File: config.mk
export PLATFORM = sky130hd
export DESIGN_NAME = ppdu_tx_sequencer
export DESIGN_NICKNAME = d
export VERILOG_FILES = /design/src/rtl/ppdu_tx_sequencer.sv
export SDC_FILE = /design/constraint.sdc
export NUM_CORES = 1
export LEC_CHECK = 0
export CAP_MARGIN = 10
export CORE_MARGIN = 4
export CORE_UTILIZATION = 45
export DETAILED_ROUTE_END_ITERATION = 6
export PLACE_DENSITY_LB_ADDON = 0.15
export SYNTH_ARGS = -nofsm -noshare
export SYNTH_HDL_FRONTEND = slang
export SYNTH_SLANG_ARGS = --single-unit
File: constraint.sdc
create_clock -name Clk -period 9.1 [get_ports Clk]
set_input_delay 1.82 -clock Clk [delete_from_list [all_inputs] [get_ports Clk]]
set_output_delay 1.82 -clock Clk [all_outputs]
set_load 0.01 [all_outputs]
File: src/rtl/ppdu_tx_sequencer.sv
// 802.11a PPDU bit sequencer feeding the scrambler: SIGNAL, SERVICE, PSDU and tail/pad bits.
// Build option: define UNDERRUN_ABORT_EN to abort the PPDU on a PSDU byte underrun instead of zero-filling.
module ppdu_tx_sequencer (
    input  logic        Clk,
    input  logic        Reset,
    input  logic        start,
    input  logic [3:0]  rate_in,
    input  logic [11:0] length_in,
    input  logic [6:0]  seed_in,
    input  logic        byte_valid,
    input  logic [7:0]  byte_data,
    output logic        byte_ready,
    output logic        scr_reset_n,
    output logic [6:0]  scr_seed,
    output logic        scr_data,
    output logic [7:0]  tail_pad_length,
    output logic        busy,
    output logic        done,
    output logic        error
);

    localparam int unsigned N_TAIL    = 6;
    localparam int unsigned N_SERVICE = 16;
    localparam int unsigned CW        = 16;
    localparam int unsigned SIG_BITS  = 24;

    typedef enum logic [2:0] {
        S_IDLE, S_CALC, S_SIGNAL, S_DATA, S_TAIL, S_DONE
    } state_t;

    state_t        state, nxt_state;
    logic [CW-1:0] cnt, nxt_cnt, cnt_inc;
    logic [CW-1:0] acc, acc_d;
    logic [3:0]    rate_q, rate_d;
    logic [11:0]   len_q, len_d;
    logic [7:0]    dbps_q, dbps_d, dbps_in;
    logic [11:0]   slot_cnt, slot_d;
    logic [7:0]    hold, hold_d, cur, cur_d;
    logic          hold_vld, hold_vld_d;
    logic [6:0]    seed_d;
    logic [7:0]    tpl_d;
    logic          ready_d, rstn_d, data_d, busy_d, done_d, error_d;
    logic          xfer, boundary, in_flow, nxt_in_flow;
    logic [CW-1:0] nb, data_last;
    logic [16:0]   sig_low;
    logic [SIG_BITS-1:0] sig_vec;

    // Data bits per OFDM symbol for each legal RATE code; 0 marks an illegal code
    always_comb begin
        dbps_in = 8'd0;
        case (rate_in)
            4'b1101: dbps_in = 8'd24;
            4'b1111: dbps_in = 8'd36;
            4'b0101: dbps_in = 8'd48;
            4'b0111: dbps_in = 8'd72;
            4'b1001: dbps_in = 8'd96;
            4'b1011: dbps_in = 8'd144;
            4'b0001: dbps_in = 8'd192;
            4'b0011: dbps_in = 8'd216;
            default: dbps_in = 8'd0;
        endcase
    end

    // SIGNAL field in transmit order: R1..R4, reserved, LENGTH LSB first, parity, six zeros
    assign sig_low = {len_q, 1'b0, rate_q[0], rate_q[1], rate_q[2], rate_q[3]};
    assign sig_vec = {6'd0, ^sig_low, sig_low};

    assign xfer      = byte_ready & byte_valid;
    assign cnt_inc   = cnt + 16'd1;
    assign nb        = 16'(N_SERVICE + N_TAIL) + {1'b0, len_q, 3'b000};
    assign data_last = 16'(N_SERVICE - 1) + {1'b0, len_q, 3'b000};
    assign in_flow   = (state inside {S_CALC, S_SIGNAL, S_DATA});
    // A new PSDU byte starts on the next bit: SERVICE and PSDU lengths are byte multiples
    assign boundary  = (state == S_DATA) && (cnt != data_last) &&
                       (cnt_inc >= 16'(N_SERVICE)) && (cnt_inc[2:0] == 3'd0);

    always_comb begin
        nxt_state  = state;
        acc_d      = acc;
        rate_d     = rate_q;
        len_d      = len_q;
        dbps_d     = dbps_q;
        slot_d     = slot_cnt;
        hold_d     = hold;
        hold_vld_d = hold_vld;
        cur_d      = cur;
        seed_d     = scr_seed;
        tpl_d      = tail_pad_length;
        error_d    = 1'b0;
        data_d     = 1'b0;

        case (state)
            S_IDLE: begin
                if (start) begin
                    if (dbps_in == 8'd0 || length_in == 12'd0) begin
                        error_d = 1'b1;
                    end else begin
                        rate_d    = rate_in;
                        len_d     = length_in;
                        dbps_d    = dbps_in;
                        seed_d    = seed_in;
                        acc_d     = '0;
                        slot_d    = '0;
                        nxt_state = S_CALC;
                    end
                end
            end
            S_CALC: begin
                if (acc >= nb) begin
                    tpl_d     = 8'(N_TAIL - 1) + 8'(acc - nb);
                    nxt_state = S_SIGNAL;
                end else begin
                    acc_d = acc + 16'(dbps_q);
                end
            end
            S_SIGNAL: if (cnt == 16'(SIG_BITS - 1)) nxt_state = S_DATA;
            S_DATA:   if (cnt == data_last) nxt_state = S_TAIL;
            S_TAIL:   if (cnt == 16'(tail_pad_length)) nxt_state = S_DONE;
            S_DONE:   nxt_state = S_IDLE;
            default:  nxt_state = S_IDLE;
        endcase

        // Byte buffer: a byte arriving on a boundary cycle bypasses the holding register
        if (boundary) begin
            if (hold_vld || xfer) begin
                cur_d      = hold_vld ? hold : byte_data;
                hold_vld_d = 1'b0;
                if (xfer) slot_d = slot_cnt + 12'd1;
            end else begin
                cur_d   = 8'd0;
                error_d = 1'b1;
                slot_d  = slot_cnt + 12'd1;
`ifdef UNDERRUN_ABORT_EN
                nxt_state = S_IDLE;
`endif
            end
        end else if (xfer) begin
            hold_d     = byte_data;
            hold_vld_d = 1'b1;
            slot_d     = slot_cnt + 12'd1;
        end

        if (nxt_state == S_IDLE || nxt_state == S_DONE) begin
            hold_vld_d = 1'b0;
            cur_d      = 8'd0;
        end

        nxt_cnt = (nxt_state != state || state == S_IDLE) ? '0 : cnt_inc;

        // Registered outputs describe the cycle being entered
        case (nxt_state)
            S_SIGNAL: data_d = sig_vec[nxt_cnt[4:0]];
            S_DATA:   data_d = (nxt_cnt >= 16'(N_SERVICE)) ? cur_d[nxt_cnt[2:0]] : 1'b0;
            default:  data_d = 1'b0;
        endcase
    end

    assign nxt_in_flow = (nxt_state inside {S_CALC, S_SIGNAL, S_DATA});
    assign ready_d = in_flow && nxt_in_flow && !hold_vld_d && (slot_d < len_q);
    assign rstn_d  = (nxt_state inside {S_SIGNAL, S_DATA, S_TAIL});
    assign busy_d  = (nxt_state != S_IDLE);
    assign done_d  = (nxt_state == S_DONE);

    // State and output registers
    always_ff @(posedge Clk) begin
        if (!Reset) begin
            state           <= S_IDLE;
            cnt             <= '0;
            acc             <= '0;
            rate_q          <= '0;
            len_q           <= '0;
            dbps_q          <= '0;
            slot_cnt        <= '0;
            hold            <= '0;
            hold_vld        <= 1'b0;
            cur             <= '0;
            scr_seed        <= '0;
            tail_pad_length <= '0;
            byte_ready      <= 1'b0;
            scr_reset_n     <= 1'b0;
            scr_data        <= 1'b0;
            busy            <= 1'b0;
            done            <= 1'b0;
            error           <= 1'b0;
        end else begin
            state           <= nxt_state;
            cnt             <= nxt_cnt;
            acc             <= acc_d;
            rate_q          <= rate_d;
            len_q           <= len_d;
            dbps_q          <= dbps_d;
            slot_cnt        <= slot_d;
            hold            <= hold_d;
            hold_vld        <= hold_vld_d;
            cur             <= cur_d;
            scr_seed        <= seed_d;
            tail_pad_length <= tpl_d;
            byte_ready      <= ready_d;
            scr_reset_n     <= rstn_d;
            scr_data        <= data_d;
            busy            <= busy_d;
            done            <= done_d;
            error           <= error_d;
        end
    end

endmodule

After elaboration in Yosys (flattened, before gate mapping). Memories as Yosys holds them, arrays and structs flattened. Cells that the tools add are included.

Register bits: 109. Memory bits (read-only): 96. Input port bits: 35. Output and inout bits: 21. Logic and storage cells: 115. Memories: 1.

$add $sub $neg: 7. Magnitude comparators: 6. Eq/ne operators: 17. Muxes and demuxes: 37. Bitwise logic cells: 3. Reduce and logical (&&, ||, !) cells: 26.

Memory list: (name not given) (depth 16, bits a word 6, rd ports 1, clocked after memory_dff 0, write ports 0, line 51) `case (rate_in)`.

Operator list (number): 12-bit two-way mux (6); 16-bit two-way mux (4); 16-bit by 5-bit greater-or-equal comparator with 1-bit output, second input constant (2); 8-bit two-way mux (4); 16-bit case mux with 2 select lines (1); 3-bit two-way mux (6); 17-bit XOR reduction (1); 16-bit by 1-bit adder with 16-bit output, second input constant (1); 16-bit by 8-bit adder with 16-bit output (1); 4-bit by 15-bit adder with 16-bit output, first input constant (1); 5-bit by 15-bit adder with 16-bit output, first input constant (1); 16-bit equality test (1); 16-bit by 5-bit equality test with 1-bit output, second input constant (1); 16-bit by 8-bit equality test with 1-bit output (1); 16-bit greater-or-equal comparator (1); 16-bit inequality test (1); 3-bit case mux with 5 select lines (1); 12-bit by 1-bit adder with 12-bit output, second input constant (1); 3-bit by 2-bit equality test with 1-bit output, second input constant (4); 12-bit zero test (1); 12-bit < comparator (1); 1-bit two-way mux (12); 3-bit nonzero test (4); 3-bit equality test, second input constant (3); 21 further kinds (36).

Longest topological paths before layout. Gate-level depths: netlist (run 1). An unclocked memory read counts as a cell.

Depth in word-level cells: 13. Mapped depth: 20.

Worst setup path after synthesis (run 1). Ideal clock, no wire load.

Path type: in2reg. From: input length_in[7]. To: register byte_ready. Arrival: 4.091 ns. Path slack: 4.914 ns. Cell stages on the path: 16. Buffers on the path: 2. Path through: nor4_1 -> nand3_1 -> nand2_1 -> or2_2 -> clkbuf_1 -> o211a_1 -> buf_2 -> a21o_1 -> a22o_1 -> ha_1 -> a21oi_1 -> nor2b_1 -> o21ai_0 -> o311a_1 -> o211ai_1 -> a221oi_1.

Elaborated cells on any way between the ends: 24.

RTL lines: from (decl) (line 8) `input logic [11:0] length_in,`; 12-bit zero test * (line 95) `if (dbps_in == 8'd0 || length_in == 12'd0) begin`; 1-bit logical OR * (line 95); 12-bit two-way mux * (line 95); 12-bit two-way mux * (line 94) `if (start) begin`; 12-bit two-way mux * (line 92) `case (state)`; 12-bit two-way mux * (line 128, 137); 12-bit two-way mux (line 125) `if (hold_vld || xfer) begin`; 12-bit two-way mux * (line 124) `if (boundary) begin`; named net slot_d[9] (line 37) `logic [11:0] slot_cnt, slot_d;`; 12-bit < comparator * (line 159) `assign ready_d = in_flow && nxt_in_flow && !hold_vld_d && (slot_d < len_q);`; 1-bit logical AND * (line 159); to (signal assigned) (line 198) `byte_ready <= ready_d;`; to (decl) (line 12) `output logic byte_ready,`.

Mark *: on every way through the listed nets, which the timed path passes. The rest lies on a longest branch. A chain may end at the register's enable or synchronous reset.

Worst setup path in the final report (run 1).
From: register cnt[0]. To: register byte_ready.

Elaborated cells on any way between the ends: 29.

RTL lines: from (decl) (line 32) `logic [CW-1:0] cnt, nxt_cnt, cnt_inc;`; from (signal assigned) (line 187) `cnt <= nxt_cnt;`; 16-bit by 1-bit adder with 16-bit output or 16-bit inequality test (tied branches) (line 69, 74); 16-bit by 5-bit greater-or-equal comparator with 1-bit output or 1-bit logical AND (tied branches) (line 75, 74); 1-bit logical AND (line 74) `assign boundary = (state == S_DATA) && (cnt != data_last) &&`; 1-bit logical AND * (line 75) `(cnt_inc >= 16'(N_SERVICE)) && (cnt_inc[2:0] == 3'd0);`; 12-bit two-way mux * (line 124); named net slot_d[9] (line 37); 12-bit < comparator * (line 159); 1-bit logical AND * (line 159).

Marks and branches as above.

==> reports/metrics.csv, run 1 <==
metric,value,unit
DP HPWL,13580,um
Die X-Extent,131.4,um
Post-Synthesis Net Count,914,
Worst VDD drop,140.9,uV
RSZ-0062 raised after global routing,false,
total CTS buffers,9,
Max Slew Vio Count,0,
setup violators final,0,
transition time of the tightest slew-check pin,1.181,ns
initial core utilization,46.47,%
Rows,44,
clock buffer depth,2,
Synth Instances,831,
crit path from,cnt[0],
first-pass GRT wire length,29880,um
hold path start,scr_seed[5],
CP endpoint kind,flip-flop,
clk sinks,104,
# nets final,930,
Most used DFF post-synth,dfxtp_1,
CP max stage delay,0.78,ns
total gr overflow,0,
die area,17280,um2
synth cell count leaders,"104 x dfxtp_1, 104 x nand2_1, 69 x nor2_1",
GP Congestion,0.9088,
CTS tree,done,
Post-CTS Resized,0,
Reg-to-Reg Start,cnt[0],
Post-CTS Setup Inserts,0,
Worst EP arrival,5.89,ns
# diodes,0,
Ports,56,
"Req. time, crit path",9.37,ns
Buffers on Ports,55,
H-tree Lvls,3,
CTS hold repair buffers,0,
"EDFF count, synth",0,
DR vias,5881,
drt wl/cell,17.26,um
number of global-route vias before repair,5927,
Max-cap violations,0,
worst-path maximum fanout,23,
Tot Pwr,0.001004,W
"Clk Latency, worst-skew pair",0.37,ns
"antenna viol nets, final",0,
status,"complete, no violations",
WP buf/inv,0,
Most common cell on crit path,ha_1,
final number of hold-violating endpoints,0,
Post-Route WL,17880,um
P_leak,2.920,nW
# placed instances,1020,
relative slew slack,21.11,%
area post-placement,7370,um2
crit-path cells,ha_1 > nand4_1 > nor3_1 > a31o_1 > nor4bb_1 > or4_1 > o21ai_2 > a21o_1 > a22o_1 > ha_1 > a21oi_1 > nor2b_1 > o21ai_0 > o311a_1 > o211ai_1 > a221oi_1,
Syn Std Cell Area,6857,um2
final cell area excluding filler cells,7676,um2
clk root buf,clkbuf_16,
setup TNS,0,ns
asr flop ratio synth,0,%
detailed-router iteration count before antenna repair,5,
drt drc,0,
crit-path leading delay family,simple AND/OR/NAND/NOR gates,
worst min path class,reg2reg,
die height,131.4,um
"top cells by area, synth","dfxtp_1 30%, ha_1 8.0%, xnor2_1 6.5%, nand2_1 5.7%, mux2i_1 4.1%",
share of cells above drive strength 1,3.873,%
number of synthesized register bits,104,
Setup CP Type,reg2reg,
antenna violations before repair,0,
"Avg Cell Area, Syn",8.251,um2
top cell type's share of synthesized area,30.36,%
slowest CP cell,dfxtp_1,
core area,14750,um2
Initial DRC Count,280,
Vias/cell,5.677,
"CTS clk-pin slew, worst paths",0.08,ns
Setup Skew,0.01505,ns
hold slack,0.4675,ns
PwrDens,130.8,nW/um2
startpoint types,flip-flop,
largest net degree at the start of global routing,72,
Layout Cells excl Fill,1036,
final worst-path cycle share,61.69,%
top cell type by total area after synthesis,dfxtp_1,
Area growth syn-to-layout,11.95,%
post-synthesis sequential area ratio,30.36,%
total track usage,20.88,%
count of different cell masters after synthesis,70,
fin crit period,5.613,ns
yosys warns,0,
fmax,178.1,MHz
[power breakdown]
part	total [W]	switching, W	internal [W]
logic	0.000125	0.0000677	0.0000576
registers	0.000476	0.0000136	0.000463
clock network	0.000402	0.000205	0.000197
total	0.00100	0.000286	0.000718
[state kept, by name (all words and copies together), names as in the netlist]
signal,count
cur,8
error,1
slot_cnt,12
done,1
busy,1
acc,14
rate_q,4
scr_seed,7
tail_pad_length,7
state,3
scr_reset_n,1
hold_vld,1
dbps_q,6
len_q,12
byte_ready,1
cnt,16
hold,8
scr_data,1
[through the flow]
stage          worst slack (ns)  util [%]
2_1_floorplan             4.914         -
3_3_place_gp              3.689     49.95
3_5_place_dp              3.601     49.95
4_1_cts                   3.538     52.03
5_1_grt                   2.957     52.03
6_report                  3.487     52.03
[cells by family (layout without fill, tap and decap cells)]
logic type                 after synthesis  after routing  share of synthesized area, %
and+or+nand+nor                        325            325                         23.30
AOI/OAI and AO/OA                      159            159                         16.26
DFF                                    104            104                         30.37
buffers and inverters                   88            109                         6.058
xor gates and xnor gates                75             75                         9.690
adders and majority gates               48             48                         9.197
muxes                                   31             31                         5.073
other                                    1              1                       0.05469
[final timing paths]
kind	end	slack, ns	depth (start not counted)
max	byte_ready	3.49	16
min	scr_seed[5]	0.47	2
max reg2reg	byte_ready	3.49	16
min reg2reg	scr_seed[5]	0.47	2
[worst min-delay path, stage by stage, from the launching register on]
cell	delay (ns)
dfxtp_1	0.31
nand2_1	0.04
a21boi_0	0.06
[placed cells by master (no fill, tap or decap), types with 3 or more instances in the layout]
cell,count
dfxtp_1,104
o211a_1,3
clkbuf_16,9
inv_6,3
clkdlybuf4s50_1,54
nand2b_1,8
nor2b_1,21
a31oi_1,8
ha_1,44
nor2_1,68
o21a_1,5
mux2i_1,28
xor2_1,23
and2_1,14
nand2_1,104
nor3_1,18
o21ai_0,13
nand3_1,37
nand4_1,13
a21oi_1,35
a22o_1,12
o2111ai_1,3
a21boi_0,36
nand3b_1,5
inv_1,36
o211ai_1,3
xnor2_1,51
and3_1,11
a21o_1,15
o21ai_1,3
nor4_1,7
fa_1,4
mux4_2,3
[layout make-up]
class	instances	area, um2
fill	1400	7078
clock buffer	9	225.2
inverter	36	135.1
timing repair buffer	57	560.5
sequential	104	2082
tap	184	230.2
clock inverter	7	81.33
multi-input combinational	639	4362
[layer usage]
layer  track usage [%]  up-vias  share of wire (%)
li1                  -     2910                  -
met1             25.91     2800                 45
met2             36.36      142                 48
met3             3.976       29                4.8
met4             7.118        0                2.1
met5                 0        -                  0
(Power assumes the default switching activity.)
==> run 2, diff against run 1 <==
==> constraint.sdc (replaced) <==
create_clock -name Clk -period 5.39 [get_ports Clk]
set_input_delay 1.078 -clock Clk [delete_from_list [all_inputs] [get_ports Clk]]
set_output_delay 1.078 -clock Clk [all_outputs]
set_load 0.01 [all_outputs]
==> run 2 against run 1 <==
Compared with the run above: die area unchanged; setup slack got worse by 2.8 ns; clock-buffer cell count unchanged; power increased by 72%; maximum frequency increased by 19%; non-clock buffer count increased by 5; clock skew about the same; sequential share of layout area decreased by 0.14 points; largest cell class unchanged.
==> reports/metrics.csv, run 2 (synthesized netlist as in run 1, its figures left out) <==
metric,value,unit
Worst VDD drop,148.5,uV
Max Slew Vio Count,0,
drt drc,0,
die area,17280,um2
clock group share of total power,41.1,%
Worst EP arrival,4.99,ns
largest registers,"cnt: 16 flops, acc: 14 flops",
CP max stage delay,0.67,ns
Flop pwr share,46.4,%
fmax,212.3,MHz
CTS tree,done,
Psw,0.0004705,W
Area growth syn-to-layout,12.54,%
Rows,44,
Max-cap violations,0,
final worst-path cycle share,87.38,%
worst min path class,reg2reg,
die height,131.4,um
antenna violations before repair,0,
Post-CTS Setup Inserts,0,
startpoint types,flip-flop,
DP HPWL,13580,um
Largest Register,cnt,
PwrDens,223.2,nW/um2
final number of hold-violating endpoints,0,
RSZ-0062 raised after global routing,false,
Post-Route WL,17850,um
total CTS buffers,9,
first-pass GRT wire length,29490,um
Setup CP Type,reg2reg,
final design utilization,52.30,%
"Req. time, crit path",5.67,ns
"CTS clk-pin slew, worst paths",0.08,ns
Vias/cell,5.596,
Internal,0.001252,W
setup violators final,0,
"Clk Latency, worst-skew pair",0.37,ns
setup TNS,0,ns
P_leak,2.949,nW
Initial DRC Count,410,
number of global-route vias before repair,5607,
total track usage,20.78,%
worst-path maximum fanout,16,
share of cells above drive strength 1,4.434,%
switching share of power,27.31,%
relative slew slack,26.19,%
detailed-router iteration count before antenna repair,5,
Most common cell on crit path,ha_1,
"antenna viol nets, final",0,
Setup Skew,0.01533,ns
core area,14750,um2
transition time of the tightest slew-check pin,1.105,ns
highest-count cells in the layout ignoring fill and taps,"104 x nand2_1, 104 x dfxtp_1, 68 x nor2_1",
# nets final,935,
Die X-Extent,131.4,um
Combinational Power Share,12.5,%
# diodes,0,
clock buffer depth,2,
CTS hold repair buffers,0,
Buffers on Ports,55,
Post-CTS Resized,0,
DR vias,5825,
GP Congestion,0.9373,
total gr overflow,0,
H-tree Lvls,3,
CP endpoint kind,flip-flop,
Ports,56,
largest net degree at the start of global routing,38,
clk root buf,clkbuf_16,
initial core utilization,46.47,%
clk sinks,104,
drt wl/cell,17.14,um
fin crit period,4.710,ns
status,"complete, no violations",
slowest CP cell,nor4bb_1,
crit-path cells,ha_1 > nand4_1 > nor3_1 > and3_1 > o22ai_1 > nor4bb_1 > or4_1 > o21ai_2 > buf_4 > a21o_1 > a22o_1 > ha_1 > a21oi_1 > nor2b_1 > o21ai_0 > o311a_1 > o211ai_1 > a221oi_1,
Largest register FFs,16,
## run 2: cell types whose count changed in the layout (fill, tap and decap cells not counted)
cell       previous run  this run
buf_4                 2         7
clkinv_8              2         0
bufinv_16             0         1
clkinv_2              0         1
## run 2: area by class of cell
type	instances	area, um2
Fill cell	1431	7038
Multi-Input combinational cell	639	4362
Sequential cell	104	2082
Timing Repair Buffer	62	598.1
Tap cell	184	230.2
Clock buffer	9	225.2
Inverter	36	135.1
Clock inverter	7	83.83
## run 2: worst paths after layout
| check | startpoint | to | slack, ns | cells after the start |
|---|---|---|---|---|
| worst max-delay path | cnt[1] | byte_ready | 0.68 | 18 |
| worst min-delay path | scr_seed[1] | scr_seed[1] | 0.47 | 2 |
| worst max register to register | cnt[1] | byte_ready | 0.68 | 18 |
| worst min register to register | scr_seed[1] | scr_seed[1] | 0.47 | 2 |
## run 2: metrics by stage
step | hold WS (ns) | worst slack [ns] | cells | area [um2] | power [W]
after global placement | 0.4498 | 0.9549 | 1025 | 7407 | 0.001028
after floorplan | 0.4447 | 1.337 | 831 | 6857 | 0.0009546
after global routing | 0.4919 | 0.2882 | 1041 | 7716 | 0.001790
after detailed placement | 0.4585 | 0.7511 | 1025 | 7407 | 0.001032
final | 0.4666 | 0.6804 | 1041 | 7716 | 0.001722
after CTS | 0.4720 | 0.7129 | 1041 | 7716 | 0.001741
## run 2: power by group through the flow
stage | sequential, W | clock [W] | combinational [W]
after floorplan | 0.000811 | 0 | 0.000144
after global placement | 0.000817 | 0 | 0.000211
after detailed placement | 0.000818 | 0 | 0.000214
after CTS | 0.000799 | 0.000726 | 0.000216
after global routing | 0.000802 | 0.000752 | 0.000236
final | 0.000800 | 0.000707 | 0.000215
## run 2: routing by layer
layer	vias up	part of all wire [%]	track usage, %
li1	2917	-	-
met1	2729	45	26.77
met2	163	49	35.85
met3	16	5.0	3.823
met4	0	1.3	5.601
met5	-	0	0
## run 2: critical path: cells and delay by family, from the launching register on
kind | cells | cell delay, ns
AOI/OAI and AO/OA | 9 | 1.38
adders and majority gates | 2 | 0.67
buffers and inverters | 1 | 0.23
DFF | 1 | 0.48
and+or+nand+nor | 6 | 1.85
==> run 3, diff against run 2 <==
--- a/config.mk
+++ b/config.mk
@@ -6,7 +6,7 @@
 export NUM_CORES = 1
 export LEC_CHECK = 0
 export CAP_MARGIN = 10
-export CORE_MARGIN = 4
+export CORE_MARGIN = 8
 export CORE_UTILIZATION = 45
 export DETAILED_ROUTE_END_ITERATION = 6
 export PLACE_DENSITY_LB_ADDON = 0.15
==> run 3 against run 2 <==
Compared with the run above: design area did not move; worst hold slack better by 0.00068 ns; first-iteration DRC count fell by 3.4%; register-to-register slack got worse by 0.19 ns; maximum frequency fell by 3.8%; clock power shrank 4.8%; sequential power about the same; core utilization is 0.97 points lower; power fell by 1.8%.
==> reports/metrics.csv, run 3 (synthesized netlist as in run 1, its figures left out) <==
metric,value,unit
# diodes,0,
final number of hold-violating endpoints,0,
# nets final,935,
final worst-path cycle share,90.86,%
first-pass GRT wire length,30000,um
final design utilization,51.33,%
relative slew slack,27.81,%
Max-cap violations,0,
antenna violations before repair,0,
Setup CP Type,reg2reg,
Post-Route WL,18350,um
CTS hold repair buffers,0,
endpoint of the worst hold path,scr_seed[4],
Area growth syn-to-layout,12.54,%
Vias/cell,5.668,
Most common cell on crit path,ha_1,
number of global-route vias before repair,5711,
largest net degree at the start of global routing,45,
Largest register FFs,16,
die area,19440,um2
Worst VDD drop,201.7,uV
share of cells above drive strength 1,4.434,%
setup TNS,0,ns
Worst EP arrival,5.16,ns
H-tree Lvls,3,
Initial DRC Count,396,
Post-CTS Resized,0,
crit-path leading delay family,simple AND/OR/NAND/NOR gates,
Largest Register,cnt,
total gr overflow,0,
P_leak,2.946,nW
drt wl/cell,17.56,um
fillcell total,1442,
DR vias,5923,
fin crit period,4.897,ns
"CTS clk-pin slew, worst paths",0.08,ns
highest-count cells in the layout ignoring fill and taps,"104 x nand2_1, 104 x dfxtp_1, 68 x nor2_1",
Layout Cells excl Fill,1045,
crit-path cells,ha_1 > nand4_1 > nor3_1 > and3_1 > o22ai_1 > nor4bb_1 > or4_1 > buf_4 > o211a_1 > a21o_1 > a22o_1 > ha_1 > a21oi_1 > nor2b_1 > o21ai_0 > o311a_1 > o211ai_1 > a221oi_1,
Buffers on Ports,55,
worst-path maximum fanout,13,
RSZ-0062 raised after global routing,false,
largest registers,"cnt: 16 flops, acc: 14 flops",
flop2flop setup slack,0.49,ns
clk root buf,clkbuf_16,
Max Slew Vio Count,0,
CP endpoint kind,flip-flop,
worst min path class,reg2reg,
startpoint types,flip-flop,
CTS tree,done,
GP Congestion,0.9251,
fmax,204.2,MHz
DP HPWL,14030,um
clock buffer depth,2,
Post-CTS Setup Inserts,0,
Die X-Extent,139.4,um
total CTS buffers,9,
detailed-router iteration count before antenna repair,5,
"Clk Latency, worst-skew pair",0.36,ns
Rows,45,
CP max stage delay,0.77,ns
core area,15030,um2
clk sinks,104,
hold path start,scr_seed[4],
drt drc,0,
slowest CP cell,nor4bb_1,
Reg-to-Reg Start,cnt[1],
Setup Skew,0.01287,ns
WP buf/inv,1,
total track usage,19.09,%
R2R cell count,18,
Ports,56,
"antenna viol nets, final",0,
hold slack,0.4672,ns
initial core utilization,45.61,%
setup violators final,0,
# placed instances,1029,
r2r endpoint,byte_ready,
Hold Path Depth,2,
PwrDens,219.2,nW/um2
"Req. time, crit path",5.65,ns
transition time of the tightest slew-check pin,1.081,ns
die height,139.4,um
status,"complete, no violations",
-- run 3: how the worst max path moves through the flow --
stage | from | end | slack [ns] | depth (start not counted)
global route | cnt[1] | byte_ready | 0.16 | 18
CTS | cnt[1] | byte_ready | 0.61 | 18
detailed placement | cnt[1] | byte_ready | 0.67 | 18
floorplan | cnt[1] | byte_ready | 1.34 | 20
finish | cnt[1] | byte_ready | 0.49 | 18
global placement | cnt[1] | byte_ready | 0.86 | 18
-- run 3: routing by layer --
metal | GRT usage [%] | vias up | routed length [um]
met4 | 4.159 | 0 | 265
met1 | 25.37 | 2810 | 8708
met2 | 29.83 | 176 | 8191
li1 | - | 2922 | -
met5 | 0 | - | 0
met3 | 5.711 | 15 | 1185
-- run 3: area by class of cell --
class                           instances  area [um2]  area share, %
Multi-Input combinational cell        639        4362          56.53
Sequential cell                       104        2082          26.98
Timing Repair Buffer                   62       598.1          7.751
Clock buffer                           10       239.0          3.097
Tap cell                              188       235.2          3.048
Inverter                               36       135.1          1.751
Clock inverter                          6       65.06         0.8432
-- run 3: tightest hold or removal path, delay by kind of cell (launching register included) --
kind	cells	cell delay [ns]
AO/OA/AOI/OAI	1	0.06
flip-flops	1	0.31
AND/OR/NAND/NOR	1	0.04
-- run 3: power breakdown --
part	total (W)	switching (W)	internal, W
clock	0.000673	0.000331	0.000342
sequential	0.000801	0.0000199	0.000781
combinational	0.000217	0.000118	0.0000988
total	0.00169	0.000469	0.00122
-- run 3: stage by stage --
stage | setup WS, ns | total power, W | instance area [um2]
final | 0.4927 | 0.001692 | 7716
after detailed placement | 0.6663 | 0.001035 | 7412
after CTS | 0.6093 | 0.001711 | 7716
after floorplan | 1.337 | 0.0009546 | 6857
after global routing | 0.1579 | 0.001763 | 7716
after global placement | 0.8622 | 0.001031 | 7412
